<file path="src/rtl/fp16b_div_iter.sv">
// -----------------------------------------------------------------------------
// fp16b_div_iter
//   Iterative bfloat16 divider: ret_0 = arg_0 / arg_1.
//   The hidden-bit mantissas go through a restoring division that produces
//   BITS_PER_CYCLE quotient bits per clock. The 10-bit quotient therefore takes
//   N = 10 / BITS_PER_CYCLE clocks. Only one operation is in flight at a time.
//   Special operands (zero, inf, NaN) skip the division and finish one clock
//   after they are accepted.
//
// Parameters
//   BITS_PER_CYCLE  quotient bits per DIV cycle (1, 2 or 5)
//
// Configuration macro
//   FP16B_DIV_ROUND_EN  defined: round-to-nearest-even on the quotient fraction.
//                       undefined: the fraction is truncated.
//
// Ports
//   clk        in   rising-edge clock
//   rst        in   asynchronous reset, active low
//   arg_0      in   dividend {s, e[7:0], f[6:0]}
//   arg_1      in   divisor
//   arg_valid  in   operands valid
//   arg_ready  out  high only in IDLE
//   ret_0      out  quotient, held stable while ret_valid is high
//   ret_valid  out  result available
//   ret_ready  in   consumer takes the result when ret_valid & ret_ready
// -----------------------------------------------------------------------------
module fp16b_div_iter #(
    parameter int BITS_PER_CYCLE = 1
) (
    input  logic        clk,
    input  logic        rst,
    input  logic [15:0] arg_0,
    input  logic [15:0] arg_1,
    input  logic        arg_valid,
    output logic        arg_ready,
    output logic [15:0] ret_0,
    output logic        ret_valid,
    input  logic        ret_ready
);

    localparam int         N    = 10 / BITS_PER_CYCLE;
    localparam logic [3:0] LAST = 4'(N - 1);

    typedef enum logic [1:0] {IDLE, DIV, DONE} state_t;

    state_t state, state_nxt;

    logic [3:0]        cnt;
    logic [9:0]        quo;
    logic [8:0]        rem;
    logic [7:0]        dsr;
    logic              sign;
    logic signed [9:0] exp_base;

    logic              accept;
    logic              s_in;
    logic [7:0]        e0, e1;
    logic              special;
    logic [15:0]       special_res;
    logic [9:0]        quo_nxt;
    logic [8:0]        rem_nxt;
    logic [15:0]       div_res;

    assign s_in   = arg_0[15] ^ arg_1[15];
    assign e0     = arg_0[14:7];
    assign e1     = arg_1[14:7];
    assign accept = arg_valid & arg_ready;

`ifdef FP16B_DIV_ROUND_EN
    // Returns {e10, frac}; a carry out of the fraction bumps the exponent and
    // leaves the fraction at zero.
    function automatic logic [16:0] round_ne(input logic signed [9:0] e10,
                                             input logic [6:0]        frac,
                                             input logic              guard,
                                             input logic              sticky);
        logic [7:0]        sum;
        logic signed [9:0] e_out;
        sum   = {1'b0, frac};
        e_out = e10;
        if (guard && (sticky || frac[0]))
            sum = sum + 8'd1;
        if (sum[7])
            e_out = e10 + 10'sd1;
        return {e_out, sum[6:0]};
    endfunction
`endif

    // Flush to signed zero on underflow, saturate to signed inf on overflow.
    function automatic logic [15:0] pack_sat(input logic              s,
                                             input logic              under,
                                             input logic signed [9:0] e10,
                                             input logic [6:0]        frac);
        if (under)
            return {s, 15'h0000};
        else if (e10 >= 10'sd255)
            return {s, 8'hFF, 7'h00};
        else
            return {s, e10[7:0], frac};
    endfunction

    // Special operands in priority order; e==0 counts as zero (no denormals).
    always_comb begin
        special     = 1'b1;
        special_res = 16'h0000;
        if ((e0 == 8'hFF && e1 == 8'hFF) || (e0 == 8'h00 && e1 == 8'h00))
            special_res = {s_in, 8'hFF, 7'h40};
        else if (e0 == 8'hFF || e1 == 8'h00)
            special_res = {s_in, 8'hFF, 7'h00};
        else if (e1 == 8'hFF || e0 == 8'h00)
            special_res = {s_in, 15'h0000};
        else
            special = 1'b0;
    end

    // Restoring division steps. rem holds the partial remainder to compare
    // against the divisor; it always stays below 2*dsr, so 9 bits suffice and
    // the left shift after each step never drops a set bit.
    always_comb begin
        logic [8:0] r;
        logic [9:0] q;
        logic [9:0] diff;
        r    = rem;
        q    = quo;
        diff = 10'd0;
        for (int i = 0; i < BITS_PER_CYCLE; i++) begin
            diff = {1'b0, r} - {2'b00, dsr};
            q    = {q[8:0], ~diff[9]};
            if (!diff[9])
                r = diff[8:0];
            r = {r[7:0], 1'b0};
        end
        quo_nxt = q;
        rem_nxt = r;
    end

    // Normalise, round and range-check the quotient finishing this cycle.
    always_comb begin
        logic [6:0]        frac;
        logic signed [9:0] e10;
        logic              under;
`ifdef FP16B_DIV_ROUND_EN
        logic              guard;
        logic              sticky;
        logic [16:0]       rounded;
`endif
        frac  = quo_nxt[9] ? quo_nxt[8:2] : quo_nxt[7:1];
        e10   = exp_base + $signed({9'b0, quo_nxt[9]});
        under = e10[9] || (e10 == 10'sd0);
`ifdef FP16B_DIV_ROUND_EN
        guard   = quo_nxt[9] ? quo_nxt[1] : quo_nxt[0];
        sticky  = (quo_nxt[9] & quo_nxt[0]) | (rem_nxt != 9'd0);
        rounded = round_ne(e10, frac, guard, sticky);
        e10     = $signed(rounded[16:7]);
        frac    = rounded[6:0];
`endif
        div_res = pack_sat(sign, under, e10, frac);
    end

    // State register
    always_ff @(posedge clk or negedge rst) begin
        if (!rst)
            state <= IDLE;
        else
            state <= state_nxt;
    end

    // Next-state logic
    always_comb begin
        state_nxt = state;
        case (state)
            IDLE: if (accept) state_nxt = special ? DONE : DIV;
            DIV:  if (cnt == LAST) state_nxt = DONE;
            DONE: if (ret_ready) state_nxt = IDLE;
            default: state_nxt = IDLE;
        endcase
    end

    // Outputs decoded from state
    always_comb begin
        arg_ready = (state == IDLE);
        ret_valid = (state == DONE);
    end

    // Datapath registers: operand capture, division steps, result register
    always_ff @(posedge clk or negedge rst) begin
        if (!rst) begin
            cnt      <= 4'd0;
            quo      <= 10'd0;
            rem      <= 9'd0;
            dsr      <= 8'd0;
            sign     <= 1'b0;
            exp_base <= 10'sd0;
            ret_0    <= 16'h0000;
        end else begin
            case (state)
                IDLE: begin
                    if (accept) begin
                        sign     <= s_in;
                        dsr      <= {1'b1, arg_1[6:0]};
                        rem      <= {2'b01, arg_0[6:0]};
                        quo      <= 10'd0;
                        cnt      <= 4'd0;
                        exp_base <= $signed({2'b00, e0}) - $signed({2'b00, e1}) + 10'sd126;
                        if (special)
                            ret_0 <= special_res;
                    end
                end
                DIV: begin
                    quo <= quo_nxt;
                    rem <= rem_nxt;
                    cnt <= cnt + 4'd1;
                    if (cnt == LAST)
                        ret_0 <= div_res;
                end
                default: ;
            endcase
        end
    end

endmodule

</file>
<file path="config.mk">
export PLATFORM = sky130hd
export DESIGN_NAME = fp16b_div_iter
export DESIGN_NICKNAME = d
export VERILOG_FILES = /design/src/rtl/fp16b_div_iter.sv
export SDC_FILE = /design/constraint.sdc
export NUM_CORES = 1
export LEC_CHECK = 0
export ABC_AREA = 1
export CORE_UTILIZATION = 50
export CTS_CLUSTER_SIZE = 30
export DETAILED_ROUTE_END_ITERATION = 16
export GPL_TIMING_DRIVEN = 1
export PLACE_DENSITY = 0.74
export SLEW_MARGIN = 10
export SYNTH_ARGS = -nofsm -noshare
export SYNTH_HDL_FRONTEND = slang
export SYNTH_SLANG_ARGS = --single-unit
</file>
<file path="constraint.sdc">
create_clock -name clk -period 2.26 [get_ports clk]
set_input_delay 0.452 -clock clk [delete_from_list [all_inputs] [get_ports clk]]
set_output_delay 0.452 -clock clk [all_outputs]
set_load 0.02 [all_outputs]
</file>
# Word-level counts from Yosys, hierarchy flattened
# Cells that the tools add are included.
# totals
ff_bits	59
out_inout_bits	18
# classes
n_addsub	5
order_cmp	1
muxes	25
bitwise	3
n_reduce_logical	15
eq_ne	9
# ops
op	n
$mux 16	6
$pmux 9 s2	2
$pmux 16 s2	1
$mux 15	2
$mux 9	2
$eq 8x8->1 const B	2
$logic_not 8->1	2
$add 10x2->10	1
$add 9x8->10 const B	1
$ge 10x9->1 const B	1
$logic_not 10->1	1
$sub 9x8->10	1
$sub 8x8->9	1
$mux 2	4
$mux 8	1
$pmux 4 s2	1
$mux 7	1
$ne 2x1->1 const B	3
$pmux 2 s3	1
$add 4x1->4 const B	1
$eq 4x4->1 const B	1
$logic_or 1x1->1	4
$mux 4	1
$reduce_and 2->1	2
other kinds (12)	15

# Depth between registers and ports, before layout
# logic_depth
depth_word	8
ltp_mapped	14

# Worst setup path after synthesis
# OpenSTA, ideal clock, no wires.
# synth_path
path_type	input to register
from	input port arg_0[7]
to	register exp_base[7]
required_time_ns	2.142
cell_stages	13
t_arrival_ns	1.993
path_slack_ns	0.149
setup_ns	0.118
path_buffers	0
cell_sequence	inv_1 -> ha_1 -> inv_1 -> fa_1 -> xnor2_1 -> ha_1 -> nand2_1 -> nor2_1 -> nand2_1 -> nor2_1 -> nand2_1 -> nand3_1 -> nand2_1
# synth_via
elab_chain_cells	2
# synth_rtl
item	line_no	rtl
from (decl)	33	input logic [15:0] arg_0,
$sub 8x8->9	204	exp_base <= $signed({2'b00, e0}) - $signed({2'b00, e1}) + 10'sd126;
$add 9x8->10	204	
to (signal assigned)	204	
to (decl)	54	logic signed [9:0] exp_base;
# Every way passes these cells.
# A chain may end at the register's enable or synchronous reset.

# Worst setup path after layout
# layout_path
from	input port arg_1[9]
to	register exp_base[6]
# layout_via
elab_chain_cells	2
# layout_rtl
item	line_no	rtl
from (decl)	34	input logic [15:0] arg_1,
$sub 8x8->9	204	
$add 9x8->10	204	
# Every way passes these cells.

==> flow_metrics.py <==
metrics = {
    "critical_path": {
        "end_kind": "flop",
        "crit_required_ps": 2540,
        "reg2reg_slack_ps": 210,
        "critPathSlowestCell": "clkdlybuf4s50_1",
        "cp_max_fo": 7,
        "crit_type": "in -> reg",
        "crit_path_cell_trace": "clkdlybuf4s50_1 > inv_2 > ha_4 > a21oi_2 > nand2_2 > xnor2_4 > nand3_2 > nor2_2 > nand3_1 > nand2_1 > nand2_1 > nand2_1",
        "worstPathArrival_ps": 2430,
        "start_kind": "input pin",
        "crit_top_cell": "nand2_1",
        "cpPeakStageDelay_ps": 490,
    },
    "clocking": {
        "cts.sinks": 59,
        "clockRootBuffer": "clkbuf_8",
        "worst_skew_pair.late_latency_ps": 350,
        "htree_levels": 3,
        "cts.path.max_buffers": 2,
        "tritoncts": "built",
        "numCtsBuffers": 9,
        "clk_pin_slew_worst_paths_ps": 70,
    },
    "die": {
        "fp-row-count": 31,
        "die_w_um": 89.6,
        "dieArea_sq_um": 8030,
        "die_h_um": 89.6,
        "core_sq_um": 7330,
        "num_io_pins": 54,
        "start_util_pct": 52.3,
    },
    "yosys": {
        "synth_flop_cell": "dfrtp_1",
        "synthDominantCellAreaShare_pct": 38.5,
        "synthTopCellsByCount": "nand2_1 (135), inv_1 (76), dfrtp_1 (59)",
        "synth-seq-cells": 59,
        "synthTopCellsByArea": "dfrtp_1 (38%), nand2_1 (13%), inv_1 (7.4%)",
        "async_flop_share_pct": 100,
        "ys.warnings.count": 0,
        "yosysTopAreaCell": "dfrtp_1",
        "synth.avg_cell_area_sq_um": 7.36,
        "synthCells": 521,
        "ys_types": 34,
        "ys_seq_area_share_pct": 38.5,
        "synth-edff-count": 0,
        "yosysMostFrequentCell": "nand2_1",
        "netlist_area_sq_um": 3840,
        "synth_fp_nets": 581,
    },
    "min_path": {
        "hold_class": "in -> async",
    },
    "routing": {
        "wl_per_cell_um": 12.5,
        "totalWireLength_mm": 8.95,
        "ant_nets": 0,
        "via_count": 3611,
        "remaining_drc_errors": 0,
        "drt_iter0_drc": 155,
        "drt_first_pass_iters": 4,
        "viasPerCell": 5.04,
    },
    "grt": {
        "antenna_found_initial": 0,
        "grt_pass1_wl_mm": 14.9,
        "grt_overflow": 0,
        "track_usage_pct": 24.2,
        "grt_pass1_vias": 3381,
        "grt_start_max_net_pins": 60,
    },
    "timing": {
        "finalSetupTns_ps": 0,
        "fmax_mhz": 467,
        "tightest_slew_ps": 427,
        "final.period_utilization_pct": 94.8,
        "setup_violations": 0,
        "rsz0062_at_grt": "true",
        "relSlewSlack_pct": 71.5,
        "setup_ws_ps": 117,
        "min_period_ps": 2140,
        "drv_slew": 0,
        "finClkSkew_ps": 11.7,
        "hold_violations": 0,
    },
    "power_and_ir_drop": {
        "vdd_drop_max_v": 0.000769,
        "internal_power_mw": 3.68,
        "leakagePower_nw": 2.49,
        "combinationalPowerShare_pct": 57.4,
        "p_seq_share_pct": 28.0,
        "p_switching_mw": 3.07,
        "clkPwrFrac_pct": 14.6,
        "swShare_pct": 45.5,
        "power_per_cell_area_nw_per_um2": 1340,
    },
    "outcome": {
        "status": "finished clean",
    },
    "job": {
        "maxCapViolCount": 0,
    },
    "placed_design": {
        "dp.final_hpwl_mm": 6.59,
        "portBuffers": 53,
        "place_area_sq_um": 4680,
        "gp_congestion": 0.819,
        "dp_slack_ps": -529,
    },
    "finish": {
        "final_layout_size_suffix_gt1_share_pct": 15.9,
        "multi_input_area_sq_um": 2090,
        "nFillCells": 609,
        "diodes": 0,
        "design_area_sq_um": 5030,
        "syn2layout_area_growth_pct": 31.2,
        "fin_nets": 672,
        "seq_area_sq_um": 1480,
    },
}
==> per-layer routing <==
metal	routed length [um]	GRT usage [%]	share of wire, %	vias up
li1	-	-	-	1867
met1	3790	28.8	42	1609
met2	4490	43.9	50	117
met3	454	3.29	5.1	18
met4	217	9.96	2.4	0
met5	0	0	0	-
==> critical path: cells and delay by family <==
kind | cells | cell delay (ps)
and+or+nand+nor | 7 | 780
buffers and inverters | 2 | 560
adders and majority gates | 1 | 280
xor gates and xnor gates | 1 | 200
AOI/OAI and AO/OA | 1 | 150
==> power by group through the flow <==
stage,clock [mW],sequential (mW),combinational (mW)
after floorplan,0,2.00,2.54
after CTS,1.00,1.89,3.84
after global routing,1.04,1.96,4.45
after global placement,0,1.88,3.66
final,0.984,1.89,3.88
after detailed placement,0,1.91,3.77
==> flip-flops by register name, indices dropped and copies added (netlist names) <==
name      count
ret_0        16
exp_base     10
rem           9
quo           9
cnt           4
sign          1
state         2
dsr           8
==> timing repair <==
action                                  4_1_cts  5_1_grt
endpoints found under the setup margin        5        9
pin swaps                                     5       10
cloned                                        0        0
hold buffers                                  0        0
buffers inserted                              6        2
resized for setup                            12       15
==> kinds of logic after synthesis <==
| kind of cell | synth area share [%] |
|---|---|
| AO/OA/AOI/OAI | 14.4 |
| buffers and inverters | 9.49 |
| XOR/XNOR | 3.65 |
| flip-flops | 38.5 |
| AND/OR/NAND/NOR | 25.8 |
| adder cells (fa/ha/maj) | 8.22 |
==> cell type report <==
cell class | count | share of cell area [%]
Inverter | 81 | 6.04
Multi-Input combinational cell | 368 | 41.5
Clock buffer | 9 | 2.46
Tap cell | 99 | 2.46
Timing Repair Buffer | 93 | 16.7
Sequential cell | 59 | 29.3
Clock inverter | 7 | 1.54
==> per-stage QoR <==
step | util, % | std cells | total power, mW | hold WS, ps
after detailed placement | 63.8 | 692 | 5.68 | 461
final | 68.7 | 716 | 6.75 | 89.1
after floorplan | - | 521 | 4.54 | 156
after CTS | 67.6 | 714 | 6.73 | 104
after global placement | 63.8 | 692 | 5.54 | 447
after global routing | 68.7 | 716 | 7.45 | 105
==> cell usage in the layout (no fill, tap or decap), types with 4 or more instances in the layout <==
master / count
nor2_1: 42
nand4_1: 13
dfrtp_1: 59
o21ai_1: 4
xnor2_1: 5
o21ai_2: 4
clkbuf_8: 9
buf_4: 39
nand2_2: 8
a21oi_1: 20
o211ai_1: 6
inv_2: 9
nand2_1: 133
o21ai_0: 36
a31oi_1: 4
xor2_1: 7
inv_1: 72
nand3_1: 24
o22ai_1: 10
clkdlybuf4s50_1: 48
ha_1: 18
nor2_2: 4
==> final timing paths <==
check / start / to / cells past startpoint
worst max-delay path: arg_1[9] / exp_base[6] / 12
worst min-delay path: rst / ret_0[8] / 2
worst max register to register: quo[8] / ret_0[5] / 13
worst min register to register: dsr[7] / dsr[7] / 2
max in group asynchronous: rst / exp_base[1] / 2
min in group clk: dsr[7] / dsr[7] / 2
No activity file was read; power rests on OpenSTA's default activity.
